--- config.mk ---
export PLATFORM = sky130hd
export DESIGN_NAME = systolic_array_ctrl_flat
export DESIGN_NICKNAME = d
export VERILOG_FILES = /design/src/rtl/systolic_array_pkg.sv /design/src/rtl/systolic_array_ctrl_if.sv /design/src/rtl/systolic_array_ctrl_counter.sv /design/src/rtl/systolic_array_ctrl.sv /design/src/flat_wrapper.sv
export SDC_FILE = /design/constraint.sdc
export NUM_CORES = 1
export LEC_CHECK = 0
export ABC_CLOCK_PERIOD_IN_PS = 4300
export CORE_AREA = 2 2 153 155
export DETAILED_ROUTE_END_ITERATION = 7
export DIE_AREA = 0 0 155 157
export PLACE_DENSITY_LB_ADDON = 0.1
export SLEW_MARGIN = 0
export SYNTH_ARGS = -nofsm -noshare
export SYNTH_HDL_FRONTEND = slang
export SYNTH_SLANG_ARGS = --single-unit
--- constraint.sdc ---
create_clock -name clk -period 4.3 [get_ports clk]
set_input_delay 1.075 -clock clk [delete_from_list [all_inputs] [get_ports clk]]
set_output_delay 1.075 -clock clk [all_outputs]
set_load 0.01 [all_outputs]
--- src/rtl/systolic_array_pkg.sv ---
// Shared types for the systolic array and its job sequencer.
package systolic_array_pkg;

    localparam int unsigned WORD_W         = 16;
    localparam int unsigned SA_FLUSH_BEATS = 2;

    typedef logic [WORD_W-1:0] word_t;

    typedef enum logic [2:0] {
        SA_IDLE,
        SA_CLEAR,
        SA_LOAD,
        SA_FLUSH,
        SA_SETTLE,
        SA_DRAIN
    } sa_ctrl_state_t;

endpackage

--- src/rtl/systolic_array_ctrl_if.sv ---
// Command, operand, array and result signals of the systolic array sequencer.
interface systolic_array_ctrl_if #(
    parameter int unsigned N = 4
);
    import systolic_array_pkg::*;

    localparam int unsigned ROW_W = (N > 1) ? $clog2(N) : 1;

    logic              cmd_valid;
    logic              cmd_ready;
    logic              op_valid;
    logic              op_ready;
    word_t [N-1:0]     op_x;
    word_t [N-1:0]     op_w;
    logic              sa_clear;
    logic              sa_start;
    word_t [N-1:0]     sa_x;
    word_t [N-1:0]     sa_w;
    logic              sa_stall;
    logic [ROW_W-1:0]  sa_row_sel;
    word_t [N-1:0]     sa_y;
    logic              res_valid;
    logic              res_ready;
    word_t [N-1:0]     res_data;
    logic              res_last;
    logic              busy;

    // Sequencer side
    modport slave (
        input  cmd_valid, op_valid, op_x, op_w, sa_stall, sa_y, res_ready,
        output cmd_ready, op_ready, sa_clear, sa_start, sa_x, sa_w,
               sa_row_sel, res_valid, res_data, res_last, busy
    );

    // Environment side: operand source, array and result sink
    modport master (
        output cmd_valid, op_valid, op_x, op_w, sa_stall, sa_y, res_ready,
        input  cmd_ready, op_ready, sa_clear, sa_start, sa_x, sa_w,
               sa_row_sel, res_valid, res_data, res_last, busy
    );

endinterface

--- src/rtl/systolic_array_ctrl_counter.sv ---
// Up-counter with clear, enable and a terminal-value flag.
module sa_beat_counter #(
    parameter int unsigned WIDTH = 4
) (
    input  logic             clk,
    input  logic             rst,
    input  logic             clr,
    input  logic             en,
    input  logic [WIDTH-1:0] term,
    output logic [WIDTH-1:0] count,
    output logic             hit_c
);

    // Clear wins over enable so a terminal beat can restart the count
    always_ff @(posedge clk) begin
        if (rst) begin
            count <= '0;
        end else if (clr) begin
            count <= '0;
        end else if (en) begin
            count <= count + WIDTH'(1);
        end
    end

    assign hit_c = (count == term);

endmodule

--- src/rtl/systolic_array_ctrl.sv ---
// Job sequencer: clears the array, streams 2N operand beats plus flush beats,
// then drains the N psum rows as a valid/ready result stream.
module systolic_array_ctrl
    import systolic_array_pkg::*;
#(
    parameter int unsigned N     = 4,
    parameter int unsigned FLUSH = SA_FLUSH_BEATS
) (
    input logic                  clk,
    input logic                  rst,
    systolic_array_ctrl_if.slave bus
);

    localparam int unsigned BEAT_W = $clog2(2 * N + 1);
    localparam int unsigned ROW_W  = (N > 1) ? $clog2(N) : 1;

    sa_ctrl_state_t    state_q;
    sa_ctrl_state_t    state_d;

    logic              beat_clr;
    logic              beat_en;
    logic              beat_hit;
    logic [BEAT_W-1:0] beat_term;
    logic [BEAT_W-1:0] unused_beat_cnt;

    logic              row_clr;
    logic              row_en;
    logic              row_hit;
    logic [ROW_W-1:0]  row_cnt;

    // One counter serves both operand beats and flush beats
    assign beat_term = (state_q == SA_LOAD) ? BEAT_W'(2 * N - 1) : BEAT_W'(FLUSH - 1);

    sa_beat_counter #(.WIDTH(BEAT_W)) u_beat_cnt (
        .clk   (clk),
        .rst   (rst),
        .clr   (beat_clr),
        .en    (beat_en),
        .term  (beat_term),
        .count (unused_beat_cnt),
        .hit_c (beat_hit)
    );

    sa_beat_counter #(.WIDTH(ROW_W)) u_row_cnt (
        .clk   (clk),
        .rst   (rst),
        .clr   (row_clr),
        .en    (row_en),
        .term  (ROW_W'(N - 1)),
        .count (row_cnt),
        .hit_c (row_hit)
    );

    always_ff @(posedge clk) begin
        if (rst) begin
            state_q  <= SA_IDLE;
            bus.busy <= 1'b0;
        end else begin
            state_q  <= state_d;
            bus.busy <= (state_d != SA_IDLE);
        end
    end

    always_comb begin
        state_d        = state_q;
        beat_clr       = 1'b0;
        beat_en        = 1'b0;
        row_clr        = 1'b0;
        row_en         = 1'b0;
        bus.cmd_ready  = 1'b0;
        bus.op_ready   = 1'b0;
        bus.sa_clear   = 1'b0;
        bus.sa_start   = 1'b0;
        bus.sa_x       = '0;
        bus.sa_w       = '0;
        bus.sa_row_sel = '0;
        bus.res_valid  = 1'b0;
        bus.res_data   = '0;
        bus.res_last   = 1'b0;

        unique case (state_q)
            SA_IDLE: begin
                bus.cmd_ready = 1'b1;
                if (bus.cmd_valid) begin
                    beat_clr = 1'b1;
                    row_clr  = 1'b1;
                    state_d  = SA_CLEAR;
                end
            end

            SA_CLEAR: begin
                bus.sa_clear = 1'b1;
                state_d      = SA_LOAD;
            end

            // A stalled beat stays upstream; a bubble presents zeros
            SA_LOAD: begin
                if (bus.op_valid) begin
                    bus.sa_x = bus.op_x;
                    bus.sa_w = bus.op_w;
                end
                if (bus.op_valid && !bus.sa_stall) begin
                    bus.op_ready = 1'b1;
                    bus.sa_start = 1'b1;
                    beat_en      = 1'b1;
                    if (beat_hit) begin
                        beat_clr = 1'b1;
                        state_d  = SA_FLUSH;
                    end
                end
            end

            SA_FLUSH: begin
                if (!bus.sa_stall) begin
                    bus.sa_start = 1'b1;
                    beat_en      = 1'b1;
                    if (beat_hit) begin
                        state_d = SA_SETTLE;
                    end
                end
            end

            SA_SETTLE: begin
                if (!bus.sa_stall) begin
                    state_d = SA_DRAIN;
                end
            end

            SA_DRAIN: begin
                bus.sa_row_sel = row_cnt;
                bus.res_data   = bus.sa_y;
                bus.res_valid  = 1'b1;
                bus.res_last   = row_hit;
                if (bus.res_ready) begin
                    row_en = 1'b1;
                    if (row_hit) begin
                        state_d = SA_IDLE;
                    end
                end
            end

            default: begin
                state_d = SA_IDLE;
            end
        endcase
    end

endmodule

--- src/flat_wrapper.sv ---
// flat-port wrapper written by rule: the top's interface ports become plain ports
module systolic_array_ctrl_flat import systolic_array_pkg::*;
#(
    parameter int unsigned N     = 4,
    parameter int unsigned FLUSH = SA_FLUSH_BEATS
)
  (clk, rst, bus_cmd_valid, bus_op_valid, bus_op_x, bus_op_w, bus_sa_stall, bus_sa_y, bus_res_ready, bus_cmd_ready, bus_op_ready, bus_sa_clear, bus_sa_start, bus_sa_x, bus_sa_w, bus_sa_row_sel, bus_res_valid, bus_res_data, bus_res_last, bus_busy);
  systolic_array_ctrl_if #(.N(N)) bus_i ();
  input logic clk;
  input logic rst;
  input wire logic [$bits(bus_i.cmd_valid)-1:0] bus_cmd_valid;
  input wire logic [$bits(bus_i.op_valid)-1:0] bus_op_valid;
  input wire logic [$bits(bus_i.op_x)-1:0] bus_op_x;
  input wire logic [$bits(bus_i.op_w)-1:0] bus_op_w;
  input wire logic [$bits(bus_i.sa_stall)-1:0] bus_sa_stall;
  input wire logic [$bits(bus_i.sa_y)-1:0] bus_sa_y;
  input wire logic [$bits(bus_i.res_ready)-1:0] bus_res_ready;
  output wire logic [$bits(bus_i.cmd_ready)-1:0] bus_cmd_ready;
  output wire logic [$bits(bus_i.op_ready)-1:0] bus_op_ready;
  output wire logic [$bits(bus_i.sa_clear)-1:0] bus_sa_clear;
  output wire logic [$bits(bus_i.sa_start)-1:0] bus_sa_start;
  output wire logic [$bits(bus_i.sa_x)-1:0] bus_sa_x;
  output wire logic [$bits(bus_i.sa_w)-1:0] bus_sa_w;
  output wire logic [$bits(bus_i.sa_row_sel)-1:0] bus_sa_row_sel;
  output wire logic [$bits(bus_i.res_valid)-1:0] bus_res_valid;
  output wire logic [$bits(bus_i.res_data)-1:0] bus_res_data;
  output wire logic [$bits(bus_i.res_last)-1:0] bus_res_last;
  output wire logic [$bits(bus_i.busy)-1:0] bus_busy;
  assign bus_i.cmd_valid = bus_cmd_valid;
  assign bus_i.op_valid = bus_op_valid;
  assign bus_i.op_x = bus_op_x;
  assign bus_i.op_w = bus_op_w;
  assign bus_i.sa_stall = bus_sa_stall;
  assign bus_i.sa_y = bus_sa_y;
  assign bus_i.res_ready = bus_res_ready;
  assign bus_cmd_ready = bus_i.cmd_ready;
  assign bus_op_ready = bus_i.op_ready;
  assign bus_sa_clear = bus_i.sa_clear;
  assign bus_sa_start = bus_i.sa_start;
  assign bus_sa_x = bus_i.sa_x;
  assign bus_sa_w = bus_i.sa_w;
  assign bus_sa_row_sel = bus_i.sa_row_sel;
  assign bus_res_valid = bus_i.res_valid;
  assign bus_res_data = bus_i.res_data;
  assign bus_res_last = bus_i.res_last;
  assign bus_busy = bus_i.busy;
  systolic_array_ctrl #(.N(N), .FLUSH(FLUSH)) u_core (.clk(clk), .rst(rst), .bus(bus_i));
endmodule
==> out/qor.txt <==
Outcome: finished clean
CTS resizes: 0
Avg WL per Cell: 16.7 um
Final number of max-transition violations: 0
Clock root cell: clkbuf_16
Final setup vio count: 0
Syn_area_per_cell: 6.85 um2
Fin crit share: 0.932
Post-Syn Area: 0.00193 mm2
Cells after Synth: 282
WS Path Type: in2out
Critical Path RT: 3220 ps
Worst slew pin tran: 536 ps
I/O pin count: 399
Htree depth: 1
Synth top area share: 0.631
Area of the multi-input gates: 0.00160 mm2
Hold Crit Class: reg2reg
Critical Path End Type: primary output
MaxCap Viol Count: 0
Min cycle time layout: 4010 ps
Die Area: 0.0243 mm2
Synth area leader: and2_1
Hpwl dp: 13700 um
Post-synthesis register bit count: 10
CP Data Arrival Time: 2930 ps
Layout Nets: 864
Die W: 155 um
Final WL: 15900 um
Clock slew at reported path FFs: 40 ps
Proportion of layout cells with a drive suffix above 1: 0.0256
Maximum buffer depth of the clock tree: 2
Hold_sp: u_core.u_row_cnt.count[1]
RSZ-0062 raised after global routing: no
Crit path max fanout: 92
DR pass1 iterations: 4
Worst setup margin: 293 ps
CTS tree: built
Dpl ws: 264 ps
Clk sinks: 10
Slew HR: 0.643
Setup Fix Bufs, Post-CTS: 0
Total GRT Usage: 0.118
Leakage: 0.00231 uW
Synthesis-to-layout area growth: 225%
Startpoint types: input port
Clk_lat worst skew: 240 ps
CP Launch Point: bus_op_valid
Commonest non-fill, non-tap cell in the layout: clkdlybuf4s50_1
First-pass GRT wire length: 21700 um
Antenna-violating nets left: 0
Syn_nets: 482
Die height: 157 um
CTS Hold Buffers Added: 0
Max Clk Rate: 250 MHz
Row count: 55
Fillers: 2434
Sequential area share after synthesis: 0.104
Commonest cells after routing, fill and taps aside: clkdlybuf4s50_1 (398), and2_1 (195), nor2_1 (10), dfxtp_1 (10)
Post-synthesis cell type count: 36
TritonCTS Buffers: 3
FF/Latch Area: 200 um2
Clk_skew: 4.22 ps
Vias in the first global route: 3272
Top cells by area, synth: and2_1 (63%), dfxtp_1 (10%), clkbuf_2 (2.8%), nor2_1 (1.9%), nor4b_2 (1.6%)
CORE AREA: 0.0225 mm2
Vias per std cell: 3.44
Via count: 3265
Total power divided by cell area: 99.0 mW/mm2
Initial antenna violation count: 0
Total negative setup slack: 0 ps
Initial core utilization: 0.0859
Gpl congestion: 0.856
Reg-to-Reg Start: u_core.state_q[1]
PortBufs: 398
DR iter-0 viols: 100
Largest net degree at the start of global routing: 93
Grt ovf: 0
Worst vdd ir: 0.237 mV
DRC Markers: 0
Ys Warns: 0
Final count of hold timing violations: 0
-- critical path, cell delays in order --
cell             delay (ps)
clkdlybuf4s50_1         480
and4bb_4                290
buf_12                  260
and2_1                  180
clkdlybuf4s50_1         600
-- state kept, by name, indices dropped and copies added (netlist names) --
register	flops
u_core.u_row_cnt.count	2
u_core.u_beat_cnt.count	4
u_core.bus.busy	1
u_core.state_q	3
-- logic make-up after synthesis --
| kind of cell | after synthesis | synth area share |
|---|---|---|
| multiplexers | 1 | 0.00518 |
| XOR/XNOR | 4 | 0.0181 |
| flip-flops | 10 | 0.104 |
| adder cells (fa/ha/maj) | 2 | 0.0129 |
| AND/OR/NAND/NOR | 228 | 0.749 |
| buffers and inverters | 25 | 0.0693 |
| AO/OA/AOI/OAI | 12 | 0.0421 |
-- path summary, 6_finish.rpt --
kind                           endpoint  slack [ps]  cells after the start
max                        bus_sa_w[48]         290                      5
min           u_core.u_row_cnt.count[1]         480                      2
max reg2reg  u_core.u_beat_cnt.count[1]        2440                      5
min reg2reg   u_core.u_row_cnt.count[1]         480                      2
-- where the power goes --
part,internal (uW),leakage (uW),switching (uW)
Combinational,243,0.00218,93.1
Sequential,96.3,0.0000813,6.68
Clock,140,0.0000442,43.5
-- metrics by stage --
stage	hold WS (ps)	power [uW]	std cells	instance area, um2	util
5_1_grt	526	656	948	6290	0.279
2_1_floorplan	447	179	282	1930	-
3_5_place_dp	483	443	944	6200	0.275
6_report	482	622	949	6290	0.280
3_3_place_gp	468	444	944	6200	0.275
4_1_cts	490	633	948	6290	0.279
-- synthesized netlist by cell type, drive strengths merged --
cell type,count
and3b,1
clkbuf,18
ha,2
a32o,2
buf,7
xnor2,3
or3,1
nor4b,2
nand2b,2
nand4b,1
a21o,1
and2,195
nand3,3
nand4,1
nor4bb,1
nor4,1
nor2,10
dfxtp,10
nor3b,1
nor2b,2
nand2,3
or2,1
a211o,1
a31oi,1
o21ai,3
xor2,1
mux2i,1
nor3,2
and4bb,1
a21oi,4
-- layout make-up --
| type | instances | area share |
|---|---|---|
| diodes | 1 | 0.000398 |
| well taps | 285 | 0.0567 |
| multi-input cells | 247 | 0.255 |
| clock buffers | 4 | 0.0141 |
| repair buffers | 402 | 0.642 |
| flip-flops and latches | 10 | 0.0318 |
-- metal layers --
| metal | vias to the layer above | global-route usage | wire length, um |
|---|---|---|---|
| met5 | - | 0 | 0 |
| met4 | 0 | 0.00705 | 67 |
| met3 | 4 | 0.0240 | 1080 |
| met2 | 186 | 0.243 | 8860 |
| met1 | 1442 | 0.128 | 5860 |
| li1 | 1633 | - | - |
No activity file was read; power rests on OpenSTA's default activity.
